**config.mk**
```make
export PLATFORM = sky130hd
export DESIGN_NAME = id_ex_stage_reg
export DESIGN_NICKNAME = d
export VERILOG_FILES = /design/src/rtl/id_ex_stage_reg.sv
export SDC_FILE = /design/constraint.sdc
export NUM_CORES = 1
export LEC_CHECK = 0
export BUFFER_PORTS_ARGS = -buffer_cell sky130_fd_sc_hd__clkbuf_2
export CORE_UTILIZATION = 25
export DETAILED_ROUTE_END_ITERATION = 10
export MAX_ROUTING_LAYER = met4
export PLACE_DENSITY = 0.52
export SLEW_MARGIN = 10
export SYNTH_ARGS = -nofsm -noshare
export SYNTH_HDL_FRONTEND = slang
export SYNTH_SLANG_ARGS = --single-unit
```
**constraint.sdc**
```tcl
create_clock -name clk -period 4.8 [get_ports clk]
set_input_delay 0.96 -clock clk [delete_from_list [all_inputs] [get_ports clk]]
set_output_delay 0.96 -clock clk [all_outputs]
set_load 0.05 [all_outputs]
```
**src/rtl/id_ex_stage_reg.sv**
```systemverilog
`default_nettype none
// ============================================================================
// Module      : id_ex_stage_reg
// Description : ID/EX pipeline register of the 5-stage MIPS core. Latches the
//               decoded operands and control of the ID stage each cycle and
//               loads a bubble on stall, flush or an empty ID slot. The ALU
//               operands are resolved combinationally from the latched values
//               plus MEM->EX and WB->EX forwarding.
// Config      : ID_EX_BUBBLE_CNT_EN - when defined, o_bubble_cnt counts the
//               bubbles loaded because of stall|flush (saturating). When not
//               defined, o_bubble_cnt is tied to 0.
// Ports       : clk, rst_n            clock, async active-low reset
//               i_stall, i_flush      bubble requests
//               i_id_*                decoded ID-stage fields
//               i_mem_*, i_wb_*       forwarding sources (write enable/addr/data)
//               o_ex_in1/in2/alu_sel  final ALU operands and op
//               o_ex_rt_fwd           forwarded rt (store data)
//               o_ex_pc/wr_addr/reg_write/valid  registered passthrough
//               o_bubble_cnt          bubble counter (configuration dependent)
// Revision    : 1.0 - initial release
// ============================================================================
module id_ex_stage_reg #(
    parameter logic [2:0] NOP_ALU_SEL = 3'b010,
    parameter int         CNT_W       = 16
) (
    input  logic             clk,
    input  logic             rst_n,
    input  logic             i_stall,
    input  logic             i_flush,
    input  logic             i_id_valid,
    input  logic [31:0]      i_id_pc,
    input  logic [31:0]      i_id_rs_data,
    input  logic [31:0]      i_id_rt_data,
    input  logic [31:0]      i_id_ext_imm,
    input  logic [4:0]       i_id_shamt,
    input  logic [4:0]       i_id_rs_addr,
    input  logic [4:0]       i_id_rt_addr,
    input  logic [4:0]       i_id_wr_addr,
    input  logic [2:0]       i_id_alu_sel,
    input  logic             i_id_src_imm,
    input  logic             i_id_is_shift,
    input  logic             i_id_reg_write,
    input  logic             i_mem_reg_write,
    input  logic [4:0]       i_mem_wr_addr,
    input  logic [31:0]      i_mem_result,
    input  logic             i_wb_reg_write,
    input  logic [4:0]       i_wb_wr_addr,
    input  logic [31:0]      i_wb_result,
    output logic [31:0]      o_ex_in1,
    output logic [31:0]      o_ex_in2,
    output logic [2:0]       o_ex_alu_sel,
    output logic [31:0]      o_ex_rt_fwd,
    output logic [31:0]      o_ex_pc,
    output logic [4:0]       o_ex_wr_addr,
    output logic             o_ex_reg_write,
    output logic             o_ex_valid,
    output logic [CNT_W-1:0] o_bubble_cnt
);

    logic        r_valid;
    logic        r_reg_write;
    logic [4:0]  r_wr_addr;
    logic [31:0] r_pc;
    logic [4:0]  r_rs_addr;
    logic [4:0]  r_rt_addr;
    logic [31:0] r_rs_data;
    logic [31:0] r_rt_data;
    logic [31:0] r_ext_imm;
    logic [4:0]  r_shamt;
    logic [2:0]  r_alu_sel;
    logic        r_src_imm;
    logic        r_is_shift;

    logic        w_bubble;
    logic [31:0] w_fwd_rs;
    logic [31:0] w_fwd_rt;

    // An empty ID slot also becomes a bubble, but only stall|flush is counted.
    assign w_bubble = i_stall | i_flush | ~i_id_valid;

    always_ff @(posedge clk or negedge rst_n) begin
        if (!rst_n) begin
            r_valid     <= 1'b0;
            r_reg_write <= 1'b0;
            r_wr_addr   <= 5'd0;
            r_pc        <= 32'd0;
            r_rs_addr   <= 5'd0;
            r_rt_addr   <= 5'd0;
            r_rs_data   <= 32'd0;
            r_rt_data   <= 32'd0;
            r_ext_imm   <= 32'd0;
            r_shamt     <= 5'd0;
            r_alu_sel   <= NOP_ALU_SEL;
            r_src_imm   <= 1'b0;
            r_is_shift  <= 1'b0;
        end else if (w_bubble) begin
            // Bubble: zero operands through an add, result discarded.
            r_valid     <= 1'b0;
            r_reg_write <= 1'b0;
            r_wr_addr   <= 5'd0;
            r_pc        <= 32'd0;
            r_rs_addr   <= 5'd0;
            r_rt_addr   <= 5'd0;
            r_rs_data   <= 32'd0;
            r_rt_data   <= 32'd0;
            r_ext_imm   <= 32'd0;
            r_shamt     <= 5'd0;
            r_alu_sel   <= NOP_ALU_SEL;
            r_src_imm   <= 1'b0;
            r_is_shift  <= 1'b0;
        end else begin
            r_valid     <= 1'b1;
            r_reg_write <= i_id_reg_write;
            r_wr_addr   <= i_id_wr_addr;
            r_pc        <= i_id_pc;
            r_rs_addr   <= i_id_rs_addr;
            r_rt_addr   <= i_id_rt_addr;
            r_rs_data   <= i_id_rs_data;
            r_rt_data   <= i_id_rt_data;
            r_ext_imm   <= i_id_ext_imm;
            r_shamt     <= i_id_shamt;
            r_alu_sel   <= i_id_alu_sel;
            r_src_imm   <= i_id_src_imm;
            r_is_shift  <= i_id_is_shift;
        end
    end

    // Forwarding: $zero is never forwarded; the younger MEM result wins over WB.
    always_comb begin
        w_fwd_rs = r_rs_data;
        if (r_rs_addr != 5'd0) begin
            if (i_mem_reg_write && (i_mem_wr_addr == r_rs_addr)) begin
                w_fwd_rs = i_mem_result;
            end else if (i_wb_reg_write && (i_wb_wr_addr == r_rs_addr)) begin
                w_fwd_rs = i_wb_result;
            end
        end
    end

    always_comb begin
        w_fwd_rt = r_rt_data;
        if (r_rt_addr != 5'd0) begin
            if (i_mem_reg_write && (i_mem_wr_addr == r_rt_addr)) begin
                w_fwd_rt = i_mem_result;
            end else if (i_wb_reg_write && (i_wb_wr_addr == r_rt_addr)) begin
                w_fwd_rt = i_wb_result;
            end
        end
    end

    // Shifts take the value from rt and the amount from the shamt field.
    assign o_ex_in1       = r_is_shift ? w_fwd_rt : w_fwd_rs;
    assign o_ex_in2       = r_is_shift ? {27'd0, r_shamt}
                          : (r_src_imm ? r_ext_imm : w_fwd_rt);
    assign o_ex_alu_sel   = r_alu_sel;
    assign o_ex_rt_fwd    = w_fwd_rt;
    assign o_ex_pc        = r_pc;
    assign o_ex_wr_addr   = r_wr_addr;
    assign o_ex_reg_write = r_reg_write;
    assign o_ex_valid     = r_valid;

`ifdef ID_EX_BUBBLE_CNT_EN
    logic [CNT_W-1:0] r_bubble_cnt;

    always_ff @(posedge clk or negedge rst_n) begin
        if (!rst_n) begin
            r_bubble_cnt <= '0;
        end else if ((i_stall | i_flush) && (r_bubble_cnt != {CNT_W{1'b1}})) begin
            r_bubble_cnt <= r_bubble_cnt + 1'b1;
        end
    end

    assign o_bubble_cnt = r_bubble_cnt;
`else
    assign o_bubble_cnt = '0;
`endif

endmodule
`default_nettype wire
```
==> flow_metrics.py <==
metrics = {
    "clock_network": {
        "cts_resized": 0,
        "clk_path_buf_depth": 2,
        "ctsHoldBuffers": 0,
        "cts.clk_slew.worst_paths_ns": 0.08,
        "cts-buffers-inserted": 17,
        "post-cts-setup-buffer-count": 0,
        "clock-sinks": 155,
        "cts_root_buf": "clkbuf_16",
        "htreeDepth": 4,
        "cts_tree": "yes",
    },
    "synth": {
        "yosysMostFrequentCell": "and2_1",
        "yosysTopAreaCellShare_pct": 45.1,
        "synth_area_mm2": 0.00854,
        "synth_cell_types": 47,
        "synthArstFlopShare_pct": 100,
        "ys_ff_latch": 155,
        "yosys_most_used_dff": "dfrtp_1",
        "synth.top_cells.by_count": "155 x and2_1, 154 x dfrtp_1, 84 x nand2_1, 49 x nor2_1, 47 x clkbuf_1",
        "ys_seq_area_share_pct": 45.4,
        "postSynthAreaPerCell_um2": 9.80,
        "yosysWarnings": 0,
        "postSynthCellCount": 872,
        "yosys.area.top_type": "dfrtp_1",
        "synth_edf_count": 0,
        "synth_area_leaders": "dfrtp_1 45%, and2_1 11%, a221oi_2 5.3%, nand2_1 3.7%, o21bai_2 3.7%",
    },
    "critical_path": {
        "cp-end-kind": "primary output",
        "cp_max_fo": 24,
        "critPathArrivalTime_ns": 3.40,
        "cp-start-kind": "input pin",
        "cp.required_ns": 3.84,
        "critical_path_class": "in2out",
    },
    "placed_design": {
        "gp_congestion": 0.877,
        "place_area_mm2": 0.0108,
        "dpl.hpwl_mm": 23.2,
        "io_buffers": 372,
    },
    "die": {
        "dieArea_mm2": 0.0349,
        "die_w_um": 187,
        "die_height_um": 187,
        "fp-row-count": 67,
        "coreArea_mm2": 0.0336,
        "io_pins": 389,
        "start_util_pct": 25.4,
    },
    "grt": {
        "grt_max_degree": 104,
        "busiest_layer": "met2",
        "use_met1_pct": 23.6,
        "grt_pass1_vias": 8224,
        "grt-ovfl-total": 0,
        "gr-usage-met2_pct": 31.6,
        "grt_antenna_before_repair": 3,
        "grt_first_pass_wirelength_mm": 49.8,
        "use_met3_pct": 4.45,
        "track_usage_pct": 19.4,
    },
    "hold_path": {
        "hold_class": "in2async",
    },
    "sta": {
        "setup_tns_ns": 0,
        "rsz0062_at_grt": "false",
        "clock.fmax_mhz": 229,
        "post-route-min-period_ns": 4.36,
        "fin_crit_sh_pct": 90.8,
        "relSlewSlack_pct": 21.5,
        "worstMarginPinSlew_ns": 1.17,
        "drv_slew": 0,
        "setup_viol": 0,
        "hold_viol": 0,
    },
    "drt": {
        "routed_via_density": 4.73,
        "antenna_left": 0,
        "route.detailed.drc": 0,
        "wl_mm": 32.8,
        "drt_pass1_iterations": 4,
        "routedWlPerCell_um": 19.6,
        "drt-initial-drc-count": 390,
        "num_vias": 7909,
    },
    "final_layout": {
        "syn_to_final_growth_pct": 33.6,
        "post-route-cell-area_mm2": 0.0114,
        "nNetsFinal": 1442,
        "drive_gt1_share_pct": 42.7,
    },
    "power": {
        "powerDensity_mw_per_mm2": 291,
        "p_leak_nw": 5.81,
        "ir_drop_v": 0.000224,
    },
    "run": {
        "max_cap_viol_count": 0,
    },
    "run_status": {
        "status": "finished, final reports clean",
    },
}
logic make-up (layout without fill, tap and decap cells):
family                    count (synthesis)  in the layout  synth area share (%)
AOI/OAI and AO/OA                       257            257                  25.5
xor gates and xnor gates                 20             20                  2.14
buffers and inverters                   124            457                  7.29
DFF                                     155            155                  45.4
other                                     1             19                0.0439
and+or+nand+nor                         315            315                  19.6
worst max-delay path: stages:
cell and delay, ns:
clkbuf_2 0.11, xnor2_1 0.14, nand4_1 0.31, o211ai_4 0.66
buf_12 0.26, o22ai_1 0.12, a31o_2 0.28, a211oi_1 0.21
clkbuf_2 0.33
cell usage in the layout, fill, tap and decap left out, drive strengths merged, types with 2 or more instances in the layout:
cell,instances
a31o,22
diode,3
xor2,6
a211oi,22
clkinv,3
a21oi,33
inv,44
nand2,85
a221o,21
and3,10
o21ai,27
clkinvlp,2
o32ai,5
conb,16
a211o,11
a31oi,15
clkbuf,384
o31ai,5
o22ai,27
buf,24
o21bai,32
nor4,3
dfrtp,154
xnor2,14
and2,155
nand3,5
a221oi,32
nor2,50
nand4,2
worst max path at each step:
stage,from,endpoint,slack (ns),cells past startpoint
2_1_floorplan,i_wb_wr_addr[3],o_ex_in2[10],0.57,7
3_3_place_gp,i_mem_wr_addr[2],o_ex_in2[6],0.48,9
3_5_place_dp,i_mem_wr_addr[4],o_ex_in2[12],0.48,9
4_1_cts,i_mem_wr_addr[4],o_ex_in2[12],0.48,9
5_1_grt,i_mem_wr_addr[4],o_ex_in2[14],0.29,9
6_report,i_mem_wr_addr[4],o_ex_in2[5],0.44,9
registers in the layout (all words and copies together), names as in the netlist, 3 cells and up:
name          cells
r_ext_imm        32
r_rs_addr         5
r_rs_data        32
r_shamt           5
o_ex_alu_sel      3
r_rt_addr         5
o_ex_wr_addr      5
r_rt_data        32
o_ex_pc          32
layer usage:
layer	wire, um	up-vias
met5	0	-
met3	1970	46
li1	-	3693
met1	14300	3838
met4	847	0
met2	15700	332
power breakdown:
group	leakage [nW]	internal, mW	switching [mW]
logic	3.40	0.183	0.400
clock network	0.285	0.702	0.680
registers	2.12	1.34	0.0160
through the flow:
step                total power [mW]  setup WS, ns  instances  util (%)  hold WS, ns
floorplan                       1.74         0.570        887         -        0.664
global placement                1.96         0.483       1636      32.2         1.07
detailed placement              1.97         0.485       1636      32.2         1.07
CTS                             3.37         0.480       1668      33.9        0.573
global route                    3.46         0.292       1671      34.0        0.602
finish                          3.32         0.440       1671      34.0        0.549
final cells by class:
cell class	count	area, um^2
Fill cell	3535	22200
Multi-Input combinational cell	608	4140
Sequential cell	155	3880
Timing Repair Buffer	391	2110
Tap cell	448	561
Clock buffer	17	425
Clock inverter	15	166
Inverter	34	128
Antenna cell	3	7.51
Note: power is estimated with default switching activity, not from simulation.
